==> config.mk <==
export PLATFORM = sky130hd
export DESIGN_NAME = aha_axi_to_sif_write
export DESIGN_NICKNAME = d
export VERILOG_FILES = /design/src/rtl/aha_axi_sif_pkg.sv /design/src/rtl/aha_axi_to_sif_write_addr_gen.sv /design/src/rtl/aha_axi_to_sif_write.sv
export SDC_FILE = /design/constraint.sdc
export NUM_CORES = 1
export LEC_CHECK = 0
export ABC_CLOCK_PERIOD_IN_PS = 3770
export BUFFER_PORTS_ARGS = -buffer_cell sky130_fd_sc_hd__buf_2
export CORE_MARGIN = 3
export CORE_UTILIZATION = 40
export DETAILED_ROUTE_END_ITERATION = 8
export GPL_TIMING_DRIVEN = 0
export PLACE_DENSITY = 0.68
export RECOVER_POWER = 50
export SYNTH_ARGS = -nofsm -noshare
export SYNTH_HDL_FRONTEND = slang
export SYNTH_SLANG_ARGS = --single-unit
==> constraint.sdc <==
create_clock -name ACLK -period 3.77 [get_ports ACLK]
set_input_delay 0.377 -clock ACLK [delete_from_list [all_inputs] [get_ports ACLK]]
set_output_delay 0.377 -clock ACLK [all_outputs]
set_load 0.01 [all_outputs]
==> src/rtl/aha_axi_sif_pkg.sv <==
// Shared definitions for the AXI4-to-SIF write bridge.
//   - AXI burst type encodings and write-response codes
//   - write FSM state type
//   - transfer-size clamp (largest supported beat is 8 bytes, size code 3)
//   - helpers for size clamping and WRAP length legality
package aha_axi_sif_pkg;

  localparam logic [1:0] BURST_FIXED = 2'b00;
  localparam logic [1:0] BURST_INCR  = 2'b01;
  localparam logic [1:0] BURST_WRAP  = 2'b10;
  localparam logic [1:0] BURST_RSVD  = 2'b11;

  localparam logic [1:0] RESP_OKAY   = 2'b00;
  localparam logic [1:0] RESP_SLVERR = 2'b10;

  localparam logic [2:0] SIZE_MAX    = 3'd3;

  typedef enum logic [1:0] {
    ST_IDLE = 2'd0,
    ST_DATA = 2'd1,
    ST_RESP = 2'd2
  } wr_state_e;

  function automatic logic [2:0] clamp_size(input logic [2:0] size);
    return (size > SIZE_MAX) ? SIZE_MAX : size;
  endfunction

  // WRAP bursts are only legal with 2, 4, 8 or 16 beats.
  function automatic logic wrap_len_ok(input logic [7:0] len);
    return (len == 8'd1) || (len == 8'd3) || (len == 8'd7) || (len == 8'd15);
  endfunction

endpackage

==> src/rtl/aha_axi_to_sif_write_addr_gen.sv <==
// Beat address generator for one AXI write burst.
// Ports:
//   ACLK, ARESETn : clock, synchronous active-low reset
//   load          : AW handshake; captures start address and burst shape
//   start_addr    : AWADDR
//   len           : AWLEN
//   size          : already-clamped AWSIZE (0..3)
//   burst         : AWBURST
//   advance       : W handshake; steps to the next beat address
//   addr          : address of the current (next to be written) beat
module aha_axi_to_sif_write_addr_gen
  import aha_axi_sif_pkg::*;
#(
  parameter int ADDR_W = 32
) (
  input  logic              ACLK,
  input  logic              ARESETn,
  input  logic              load,
  input  logic [ADDR_W-1:0] start_addr,
  input  logic [7:0]        len,
  input  logic [2:0]        size,
  input  logic [1:0]        burst,
  input  logic              advance,
  output logic [ADDR_W-1:0] addr
);

  logic [ADDR_W-1:0] addr_q;
  logic [ADDR_W-1:0] bytes_q;
  logic [ADDR_W-1:0] wrap_mask_q;
  logic [1:0]        mode_q;

  logic [ADDR_W-1:0] bytes_ld;
  logic [ADDR_W-1:0] wrap_len_ld;
  logic [1:0]        mode_ld;
  logic [ADDR_W-1:0] aligned;
  logic [ADDR_W-1:0] incr_addr;
  logic [ADDR_W-1:0] next_addr;

  assign bytes_ld    = ADDR_W'(1) << size;
  assign wrap_len_ld = (ADDR_W'(len) + ADDR_W'(1)) << size;

  // Illegal WRAP lengths and the reserved encoding both fall back to INCR.
  always_comb begin
    mode_ld = BURST_INCR;
    if (burst == BURST_FIXED) begin
      mode_ld = BURST_FIXED;
    end else if ((burst == BURST_WRAP) && wrap_len_ok(len)) begin
      mode_ld = BURST_WRAP;
    end
  end

  // The first beat may be unaligned; every later beat is size-aligned.
  // For WRAP the wrap boundary is a power of two, so the upper bits of the
  // current address already hold the lower wrap bound.
  assign aligned   = addr_q & ~(bytes_q - ADDR_W'(1));
  assign incr_addr = aligned + bytes_q;

  always_comb begin
    next_addr = incr_addr;
    case (mode_q)
      BURST_FIXED: next_addr = addr_q;
      BURST_WRAP:  next_addr = (addr_q & ~wrap_mask_q) | (incr_addr & wrap_mask_q);
      default:     next_addr = incr_addr;
    endcase
  end

  always_ff @(posedge ACLK) begin
    if (!ARESETn) begin
      addr_q      <= '0;
      bytes_q     <= '0;
      wrap_mask_q <= '0;
      mode_q      <= BURST_FIXED;
    end else if (load) begin
      addr_q      <= start_addr;
      bytes_q     <= bytes_ld;
      wrap_mask_q <= wrap_len_ld - ADDR_W'(1);
      mode_q      <= mode_ld;
    end else if (advance) begin
      addr_q      <= next_addr;
    end
  end

  assign addr = addr_q;

endmodule

==> src/rtl/aha_axi_to_sif_write.sv <==
// AXI4 write slave that turns each accepted write beat into a single-cycle
// write on the CGRA simple interface (SIF). One burst outstanding at a time.
// Ports:
//   ACLK, ARESETn          : clock, synchronous active-low reset
//   AW* (ID/ADDR/LEN/SIZE/BURST/LOCK/CACHE/PROT/VALID/READY) : write address
//                            channel; LOCK/CACHE/PROT are accepted and ignored
//   W*  (DATA/STRB/LAST/VALID/READY) : write data channel
//   B*  (ID/RESP/VALID/READY)        : write response channel
//   SIF_ADDR/WE/DATA/STRB  : registered SIF write port, one write per cycle
//
// Handshakes: a transfer happens on a rising edge where VALID and READY are
// both 1. AWREADY is 1 only in IDLE, WREADY only in DATA, BVALID only in
// RESP; all three come straight from the registered state, and BID/BRESP
// stay stable while BVALID waits for BREADY.
// The FSM state is held in state_q for observation.
module aha_axi_to_sif_write
  import aha_axi_sif_pkg::*;
#(
  parameter int ID_W   = 4,
  parameter int ADDR_W = 32,
  parameter int DATA_W = 64
) (
  input  logic                  ACLK,
  input  logic                  ARESETn,
  input  logic [ID_W-1:0]       AWID,
  input  logic [ADDR_W-1:0]     AWADDR,
  input  logic [7:0]            AWLEN,
  input  logic [2:0]            AWSIZE,
  input  logic [1:0]            AWBURST,
  input  logic                  AWLOCK,
  input  logic [3:0]            AWCACHE,
  input  logic [2:0]            AWPROT,
  input  logic                  AWVALID,
  output logic                  AWREADY,
  input  logic [DATA_W-1:0]     WDATA,
  input  logic [DATA_W/8-1:0]   WSTRB,
  input  logic                  WLAST,
  input  logic                  WVALID,
  output logic                  WREADY,
  output logic [ID_W-1:0]       BID,
  output logic [1:0]            BRESP,
  output logic                  BVALID,
  input  logic                  BREADY,
  output logic [ADDR_W-1:0]     SIF_ADDR,
  output logic                  SIF_WE,
  output logic [DATA_W-1:0]     SIF_DATA,
  output logic [DATA_W/8-1:0]   SIF_STRB
);

  wr_state_e         state_q;
  wr_state_e         state_d;

  logic [ID_W-1:0]   id_q;
  logic [7:0]        len_q;
  logic [7:0]        cnt_q;
  logic              err_q;

  logic              aw_hs;
  logic              w_hs;
  logic              beat_last;
  logic [2:0]        size_c;
  logic              size_err;
  logic              wrap_err;
  logic [ADDR_W-1:0] cur_addr;
  logic              unused_sideband;

  assign unused_sideband = ^{AWLOCK, AWCACHE, AWPROT};

  assign aw_hs     = AWVALID && AWREADY;
  assign w_hs      = WVALID && WREADY;
  assign beat_last = (cnt_q == len_q);
  assign size_c    = clamp_size(AWSIZE);
  assign size_err  = (AWSIZE > SIZE_MAX);
  assign wrap_err  = (AWBURST == BURST_WRAP) && !wrap_len_ok(AWLEN);

  aha_axi_to_sif_write_addr_gen #(
    .ADDR_W (ADDR_W)
  ) u_addr_gen (
    .ACLK       (ACLK),
    .ARESETn    (ARESETn),
    .load       (aw_hs),
    .start_addr (AWADDR),
    .len        (AWLEN),
    .size       (size_c),
    .burst      (AWBURST),
    .advance    (w_hs),
    .addr       (cur_addr)
  );

  always_ff @(posedge ACLK) begin
    if (!ARESETn) begin
      state_q <= ST_IDLE;
    end else begin
      state_q <= state_d;
    end
  end

  always_comb begin
    state_d = state_q;
    AWREADY = 1'b0;
    WREADY  = 1'b0;
    BVALID  = 1'b0;
    BRESP   = RESP_OKAY;
    case (state_q)
      ST_IDLE: begin
        AWREADY = 1'b1;
        if (AWVALID) state_d = ST_DATA;
      end
      ST_DATA: begin
        WREADY = 1'b1;
        // The beat counter alone ends the burst; WLAST only feeds the error flag.
        if (WVALID && beat_last) state_d = ST_RESP;
      end
      ST_RESP: begin
        BVALID = 1'b1;
        BRESP  = err_q ? RESP_SLVERR : RESP_OKAY;
        if (BREADY) state_d = ST_IDLE;
      end
      default: state_d = ST_IDLE;
    endcase
  end

  assign BID = id_q;

  // Reset shares the edge with the SIF register, so a beat accepted on the
  // same edge as reset never reaches the SIF port.
  always_ff @(posedge ACLK) begin
    if (!ARESETn) begin
      id_q     <= '0;
      len_q    <= '0;
      cnt_q    <= '0;
      err_q    <= 1'b0;
      SIF_WE   <= 1'b0;
      SIF_ADDR <= '0;
      SIF_DATA <= '0;
      SIF_STRB <= '0;
    end else begin
      SIF_WE <= w_hs;
      if (w_hs) begin
        SIF_ADDR <= cur_addr;
        SIF_DATA <= WDATA;
        SIF_STRB <= WSTRB;
      end
      if (aw_hs) begin
        id_q  <= AWID;
        len_q <= AWLEN;
        cnt_q <= '0;
        err_q <= size_err || wrap_err;
      end else if (w_hs) begin
        cnt_q <= cnt_q + 8'd1;
        if (WLAST != beat_last) err_q <= 1'b1;
      end
    end
  end

endmodule

== Yosys cells after proc, flatten, opt, wreduce, memory -nomap -nowiden ==
Index checks and enable logic that the tools add are counted.

* Add/subtract/negate cells: 5
* Multipliers: 0
* Divide/modulo/power cells: 0
* $lt $le $gt $ge: 1
* Equality and inequality tests: 14
* Shift-type cells: 2
* Muxes and demuxes: 18
* Bitwise logic cells: 7
* Reductions and logical operators: 19

{| class="wikitable"
|+ Operators by type and width
! operator !! count
|-
| $and A32 B32 Y32 || 3
|-
| $mux W32 || 2
|-
| $not A32 Y32 || 2
|-
| $pmux W32 S2 || 1
|-
| $sub A32 B1 Y32 const B || 2
|-
| $add A32 B32 Y32 || 1
|-
| $or A32 B32 Y32 || 1
|-
| $shl A1 B3 Y32 const A || 1
|-
| $shl A32 B3 Y32 || 1
|-
| $mux W2 || 7
|-
| $add A8 B1 Y9 const B || 1
|-
| $add A8 B1 Y8 const B || 1
|-
| $eq A8 B1 Y1 const B || 1
|-
| $eq A8 B2 Y1 const B || 1
|-
| $eq A8 B3 Y1 const B || 1
|-
| $eq A8 B4 Y1 const B || 1
|-
| $eq A8 B8 Y1 || 1
|-
| $ne A2 B2 Y1 const B || 4
|-
| $eq A2 B2 Y1 const B || 3
|-
| $logic_not A2 Y1 || 3
|-
| $mux W1 || 6
|-
| $pmux W2 S3 || 1
|-
| $logic_and A1 B1 Y1 || 5
|-
| $logic_or A1 B1 Y1 || 4
|-
| other kinds (10) || 12
|}

* Register bits: 226
* Bits in latches: 0
* RAM bits: 0
* ROM bits: 0
* Input port bits: 135
* Output and inout port bits: 114
* Word-level logic and storage cells: 79
* Memories kept: 0

== Depth between registers and ports, before layout ==
Gate-level depths: netlist (run 1).

* Depth after elaboration: 9
* Depth in mapped cells: 14
* Mapped depth without buffers: 12

== By module ==
From an unflattened synthesis (run 1), not the netlist that was laid out.

* Cell total of the unflattened synthesis: 1,371
* Area, all modules: 10,193.5 um^2

{| class="wikitable"
|+ By module, submodules not included
! module !! times used !! cells an instance !! area each (um^2) !! sequential area each (um^2)
|-
| aha_axi_to_sif_write_addr_gen || 1 || 787 || 5,584.1 || 1,461.4
|-
| aha_axi_to_sif_write || 1 || 584 || 4,609.4 || 2,562.5
|}

== Worst setup path after synthesis (run 1) ==
Ideal clock, no wire load.

* Path type: register -> register
* From: reg u_addr_gen.bytes_q[1]
* To: reg (tool-made name)
* Library setup time: 130 ps
* Arrival: 2,500 ps
* Required time: 3,640 ps
* Setup slack: 1,140 ps
* Stages on the path, launching flop included: 15
* Path buffers: 2
* Clock period less this slack: 2,630 ps
* Cell sequence: dfxtp_1 > buf_2 > nor2_1 > nand2_1 > nor3_1 > ha_1 > and3b_1 > nand3_1 > nor4_2 > and2_4 > buf_6 > and4_4 > a311oi_2 > a41oi_1 > o22ai_2

{| class="wikitable"
|+ RTL lines
! what !! RTL line !! text
|-
| start: declaration || aha_axi_to_sif_write_addr_gen.sv:28 || <nowiki>logic [ADDR_W-1:0] bytes_q;</nowiki>
|-
| start signal: assignment || aha_axi_to_sif_write_addr_gen.sv:75 || <nowiki>bytes_q <= bytes_ld;</nowiki>
|}

==> results of run 1 <==
==> cell usage after synthesis (all sizes together), types with 5 or more instances <==
master,instances,area [um^2]
o21ai,59,307
clkbuf,74,278
xnor2,24,210
and4,5,48.8
a21oi,150,754
o21bai,5,41.3
a31oi,15,93.8
o211ai,15,113
o211a,6,60.1
or2,5,31.3
and2,14,90.1
nor2,94,355
nor4,8,86.3
ha,8,100
a211oi,11,87.6
nand4,17,106
a22oi,10,80.1
o22ai,12,81.3
nor2b,5,31.3
and3,14,92.6
nand2b,8,50.1
dfxtp,201,4020
buf,23,135
xor2,16,140
nand3,27,140
inv,19,71.3
o221ai,13,114
a21boi,13,97.6
a311oi,6,65.1
nand2,314,1180
nor3,19,116
==> per-layer routing <==
layer  share of wire, %  routed length (um)  up-vias
met5                  0                   0        -
met2                 47               15900      442
met1                 43               14500     4787
met4                3.1                1070        0
li1                   -                   -     4955
met3                7.5                2550       70
==> cell families (layout without fill, tap and decap cells) <==
family	count (synthesis)	count (layout)	share of synthesized area [%]
xor+xnor	40	40	3.58
flops	201	201	41.1
compound gates	348	348	22.6
mux	3	3	0.320
buf+inv	116	393	4.95
fa+ha+maj	8	8	1.02
other cells	2	3	0.0768
simple gates	556	556	26.3
==> worst max path at each step <==
stage	endpoint	slack, ps	cells after the start
4_1_cts	register	460	13
2_1_floorplan	register	1140	14
6_report	register	380	13
5_1_grt	register	170	13
3_3_place_gp	register	540	13
3_5_place_dp	register	470	13
==> where the power goes <==
part           leakage [nW]  switching, mW  internal (mW)
registers              1.64          0.115           2.25
clock network         0.420          0.937           1.55
logic                  2.41          0.642          0.330
total                  4.46           1.69           4.13
==> final cells by class <==
type | instances | area share, %
timing repair buffer | 235 | 8.57
antenna | 1 | 0.0207
multi-input combinational | 957 | 43.7
clock buffer | 34 | 5.69
sequential | 201 | 33.3
tap | 319 | 3.31
clock inverter | 8 | 1.38
buffer | 97 | 3.42
inverter | 19 | 0.591
==> placed cells by master (no fill, tap or decap), types with 10 or more instances in the layout <==
| cell type | Yosys | layout |
|---|---|---|
| nand4_1 | 17 | 17 |
| nor2_1 | 93 | 93 |
| o21ai_0 | 51 | 51 |
| and2_1 | 13 | 11 |
| xnor2_1 | 24 | 24 |
| a31oi_1 | 15 | 15 |
| nand3_1 | 26 | 26 |
| o221ai_1 | 13 | 13 |
| and3_1 | 13 | 13 |
| a21boi_0 | 12 | 12 |
| a211oi_1 | 10 | 10 |
| clkbuf_16 | 0 | 23 |
| o22ai_1 | 11 | 11 |
| nand2_1 | 314 | 314 |
| dfxtp_1 | 201 | 201 |
| inv_1 | 18 | 18 |
| a21oi_1 | 149 | 149 |
| buf_2 | 12 | 134 |
| xor2_1 | 16 | 16 |
| clkbuf_1 | 74 | 192 |
| o211ai_1 | 15 | 15 |
| nor3_1 | 16 | 16 |
==> stage by stage <==
| stage | std cells | power (mW) |
|---|---|---|
| 2_1_floorplan | 1274 | 2.99 |
| 3_3_place_gp | 1828 | 3.36 |
| 4_1_cts | 1870 | 5.85 |
| 5_1_grt | 1871 | 6.04 |
| 6_report | 1871 | 5.82 |
| 3_5_place_dp | 1828 | 3.37 |
==> worst max-delay path: cells and delay by family, from the launching register on <==
family	cells	cell delay, ps
AO/OA/AOI/OAI	1	110
XOR/XNOR	1	230
adder cells (fa/ha/maj)	1	330
buffers and inverters	1	120
flip-flops	1	560
AND/OR/NAND/NOR	9	1860
==> reports/metrics.yaml, run 1 <==
grtUsageMet1_pct: 32.7
grt_pass1_wl_mm: 51.8
cp.arrival_ps: 3750
rsz0062_at_grt: "false"
postCtsSetupBuffers: 0
drv_slew: 0
startpoint: "u_addr_gen.bytes_q[3]"
synth-edff-count: 0
worstReg2RegStart: "u_addr_gen.bytes_q[3]"
final_area_um2: 12100
whs_path_depth: 3
ys_warn_count: 0
grt_pass1_vias: 9431
hp-class: "input pin to register"
placed_area_um2: 11400
drc: 0
nets: 1677
multi_input_area_um2: 5270
drtPass1Iterations: 6
relSlewSlack_pct: 24.9
dieArea_um2: 26400
synth_fp_nets: 1417
status: "complete, no violations"
core_area_um2: 23800
r2r_slack_ps: 380
crit_type: "register to register"
fin_ws_ps: 385
setup-tns-final_ps: 0
worst_hold_slack_ps: 85.4
clock_latency_ps: 520
clk_path_buf_depth: 3
worst_pin_slew_ps: 1120
io_pins: 249
syn_inst: 1274
powerDensity_nw_per_um2: 483
hold_path_end: "SIF_DATA[29]"
finClkSkew_ps: 11.3
cts_sinks: 201
start_util_pct: 41.2
routed_wl_mm: 34.0
num_rows: 56
finalSetupViolCount: 0
root_buffer: "clkbuf_16"
start_kind: "register"
yosys_register_bits: 201
area_growth_pct: 23.4
antenna_left: 0
regArea_um2: 4020
reg2reg_depth: 13
cts_resized: 0
dp_hpwl_mm: 25.1
finalHoldViolCount: 0
cts_hold_buf: 0
cts_buffers: 23
viasPerCell: 5.48
vias: 10254
crit_slowest_cell: "dfxtp_1"
postSynthAreaPerCell_um2: 7.68
drtIter0Drc: 1058
synth_top_flop_cell: "dfxtp_1"
end_kind: "register"
synth_seq_area_share_pct: 41.1
p_leak_nw: 4.46
min_from: "WDATA[29]"
postSynth.asyncResetShare_pct: 0
grt_max_degree: 14
cp_max_fo: 7
antenna_found_initial: 1
cts_tree: "done"
fmax_mhz: 295
synth.cell_area_um2: 9780
peakVddDrop_uv: 272
gp_congestion: 0.978
slowest_delay_ps: 560
grtUsageMet2_pct: 40.3
fill_cells: 2427
globalRouteTotalUtil_pct: 24.3
period_needed_ps: 3390
clk_pin_slew_ps: 60
dp_slack_ps: 473
worst_path_most_repeated_cell: "nor3_1"
routedWlPerCell_um: 18.2
htreeDepth: 1
maxCapViolations: 0
die_x_um: 162
drive_gt1_share_pct: 13.8
worstPathCellList: "nor3_1 > nand2_1 > nor3_1 > ha_1 > and3b_1 > nand3_1 > nor4_2 > and2_4 > buf_6 > and4_4 > nand4_1 > xnor2_1 > o22ai_1"
die_height_um: 162
yosysUniqueCellTypes: 97
globalRoute.busiestLayer: "met2"
utilization_pct: 50.8
period_share_pct: 89.8
grt_overflow: 0
met3_usage_pct: 2.82
cp.required_ps: 4140
numPortBuffers: 235
Note: power is estimated with default switching activity, not from simulation.
==> run 2: changes to the inputs <==
GPL_TIMING_DRIVEN = 1   (was 0)
SYNTH_HIERARCHICAL = 1   (was default)
==> run 2 against run 1 <==
  * The run now ends with capacitance limit, slew limit left
  * Setup slack improved by 61 ps
  * Critical path depth fell by 4
  * Non-clock buffer count fell by 64
  * Final cell count rose by 1.9%
  * Via count rose by 3.5%
  * Sequential share of layout area fell by 0.49 points
  * Sequential cell count did not move
  * Combinational power fell by 11%
  * Largest power group is now registers
==> reports/metrics.yaml, run 2 <==
cp_max_fo: 57  # +50
drtPass1Iterations: 5  # -1
synth-edff-count: 0  # unchanged
grt_max_degree: 102  # +88
dp.cells: 1867  # +2.1%
violations: "capacitance limit, slew limit"
yosys_register_bits: 201  # unchanged
synthMostInstantiatedCell: "nand2_1"
p_leak_nw: 4.50  # +0.69%
mostFrequentLayoutCells: "nand2_1, dfxtp_1, a21oi_1"
final_area_um2: 12200  # +1.5%
peakVddDrop_uv: 269  # -1.2%
cts_buffers: 22  # -4.3%
dp_hpwl_mm: 23.0  # -8.5%
slowest_delay_ps: 870  # +310 ps
area_growth_pct: 20.2
period_needed_ps: 3320  # -60.6 ps
placed_area_um2: 11600  # +2.4%
rsz0062_at_grt: "false"
crit_slowest_cell: "clkbuf_1"
start_kind: "register"
start_util_pct: 41.3  # +0.14 points
cts_tree: "done"
postCtsSetupBuffers: 0  # unchanged
viasPerCell: 5.57  # +1.6%
clk_pin_slew_ps: 60  # about the same
hp-class: "input pin to register"
finalSetupViolCount: 0  # unchanged
nets: 1710  # +2.0%
cts_sinks: 201  # unchanged
final_common_cell: "nand2_1"
worstPathCellList: "nor2_1 > nand2_1 > buf_4 > inv_1 > clkbuf_1 > buf_4 > nand2_1 > a21oi_1 > a311o_1"
powerDensity_nw_per_um2: 449  # -7.0%
p_total_mw: 5.50  # -5.7%
globalRouteTotalUtil_pct: 22.4  # -1.9 points
relSlewSlack_pct: -34.4  # -59 points
finalHoldViolCount: 0  # unchanged
cts_hold_buf: 0  # unchanged
root_buffer: "clkbuf_16"
ys_warn_count: 6  # +6
core_area_um2: 24700  # +3.9%
status: "finished with violations"
setup-tns-final_ps: 0  # unchanged
routed_wl_mm: 32.8  # -3.6%
syn_inst: 1371  # +7.6%
end_kind: "register"
synthTopCellsByArea: "dfxtp_1, nand2_1, a21oi_1"
cp.arrival_ps: 3770  # +20 ps
synth_top_flop_cell: "dfxtp_1"
stdcell_count: 1906  # +1.9%
startpoint: "state_q[1]"
fmax_mhz: 301  # +1.8%
drc: 0  # unchanged
synth_top_cell_by_area: "dfxtp_1"
diodes: 0  # -1
grt_pass1_wl_mm: 52.1  # +0.63%
yosysTopAreaCellShare_pct: 39.5  # -1.7 points
worst_pin_slew_ps: 2020  # +892 ps
die_height_um: 166  # +2.0%
drv_slew: 102  # +102
antenna_found_initial: 1  # unchanged
fill_cells: 2518  # +3.7%
postSynthAreaPerCell_um2: 7.44  # -3.1%
critPathTopFamily: "buffers and inverters"
worstReg2RegStart: "state_q[1]"
period_share_pct: 88.2  # -1.6 points
numPortBuffers: 239  # +1.7%
drive_gt1_share_pct: 14.1  # +0.30 points
gp_congestion: 0.953  # -2.6%
dieArea_um2: 27400  # +4.1%
antenna_left: 0  # unchanged
vias: 10613  # +3.5%
clock_latency_ps: 500  # -20 ps
drtIter0Drc: 1147  # +8.4%
postSynth.asyncResetShare_pct: 0  # unchanged
grt_overflow: 0  # unchanged
htreeDepth: 1  # unchanged
io_pins: 249  # unchanged
finClkSkew_ps: 14.8  # +3.52 ps
min_from: "WDATA[42]"
synth_seq_area_share_pct: 39.5  # -1.7 points
routedWlPerCell_um: 17.2  # -5.4%
num_rows: 57  # +1.8%
synth.cell_area_um2: 10200  # +4.2%
critPathBufInv: 4  # +3
cp.required_ps: 4210  # +70 ps
synth_common_cells: "nand2_1, dfxtp_1, a21oi_1"
die_x_um: 166  # +2.0%
grt_pass1_vias: 9840  # +4.3%
crit_type: "register to register"
yosysUniqueCellTypes: 86  # -11%
maxCapViolations: 1  # +1
clk_path_buf_depth: 3  # unchanged
==> run 2: cell types whose count changed after synthesis, sizes merged, moves of 7 or more <==
cell / before / now
a21boi: 13 / 6
a21oi: 150 / 162
a22oi: 10 / 1
mux2i: 2 / 10
nand2: 314 / 296
nor2: 94 / 132
nor3: 19 / 28
o21a: 2 / 10
o21ai: 59 / 84
==> run 2: stage by stage <==
step / setup slack [ps] / hold slack (ps) / utilization [%]
finish: 445 / 114 / 49.6
global route: 137 / 109 / 49.6
CTS: 150 / 106 / 50.2
detailed placement: 181 / 443 / 47.1
global placement: 230 / 438 / 47.1
floorplan: 604 / 440 / -
==> run 2: cells by family after synthesis <==
| logic type | Yosys count | share of synthesized area (%) |
|---|---|---|
| simple gates | 601 | 26.5 |
| compound gates | 393 | 24.0 |
| flops | 201 | 39.5 |
| buf+inv | 123 | 4.91 |
| xor+xnor | 31 | 2.74 |
| mux | 13 | 1.35 |
| fa+ha+maj | 8 | 0.982 |
| other cells | 1 | 0.0368 |
==> run 2: path summary, 6_finish.rpt <==
path	endpoint	slack [ps]	depth (start not counted)
max	register	450	9
max reg2reg	register	450	9
min	SIF_DATA[42]	110	3
min reg2reg	SIF_DATA[45]	450	2
==> run 2: cell type report <==
class | count | area, um^2 | share of cell area, %
Timing Repair Buffer | 268 | 1270 | 10.4
Inverter | 24 | 92.6 | 0.756
Multi-Input combinational cell | 1050 | 5680 | 46.4
Tap cell | 324 | 405 | 3.31
Clock inverter | 9 | 126 | 1.03
Sequential cell | 201 | 4020 | 32.8
Clock buffer | 30 | 642 | 5.24
==> run 2: power breakdown <==
part	switching (mW)	internal [mW]	leakage (nW)
clock	0.856	1.40	0.378
sequential	0.125	2.25	1.64
combinational	0.554	0.311	2.48
total	1.53	3.96	4.50
==> run 2: worst min-delay path: cells and delay by family <==
kind | cells | cell delay, ps
buffers and inverters | 1 | 90
and+or+nand+nor | 1 | 50
AOI/OAI and AO/OA | 1 | 50
==> run 2: repair_timing <==
item / in CTS / in global routing
resized for setup: 0 / 1
endpoints found under the hold margin: 0 / 0
setup endpoints to repair: 0 / 8
==> run 2: routing by layer <==
| layer | wire (um) | global-route usage [%] | vias up | part of all wire [%] |
|---|---|---|---|---|
| li1 | - | - | 5221 | - |
| met1 | 14500 | 30.6 | 4897 | 44 |
| met2 | 15000 | 36.3 | 434 | 46 |
| met3 | 2330 | 3.34 | 59 | 7.1 |
| met4 | 995 | 7.59 | 2 | 3.0 |
| met5 | 13 | 0 | - | 0.040 |
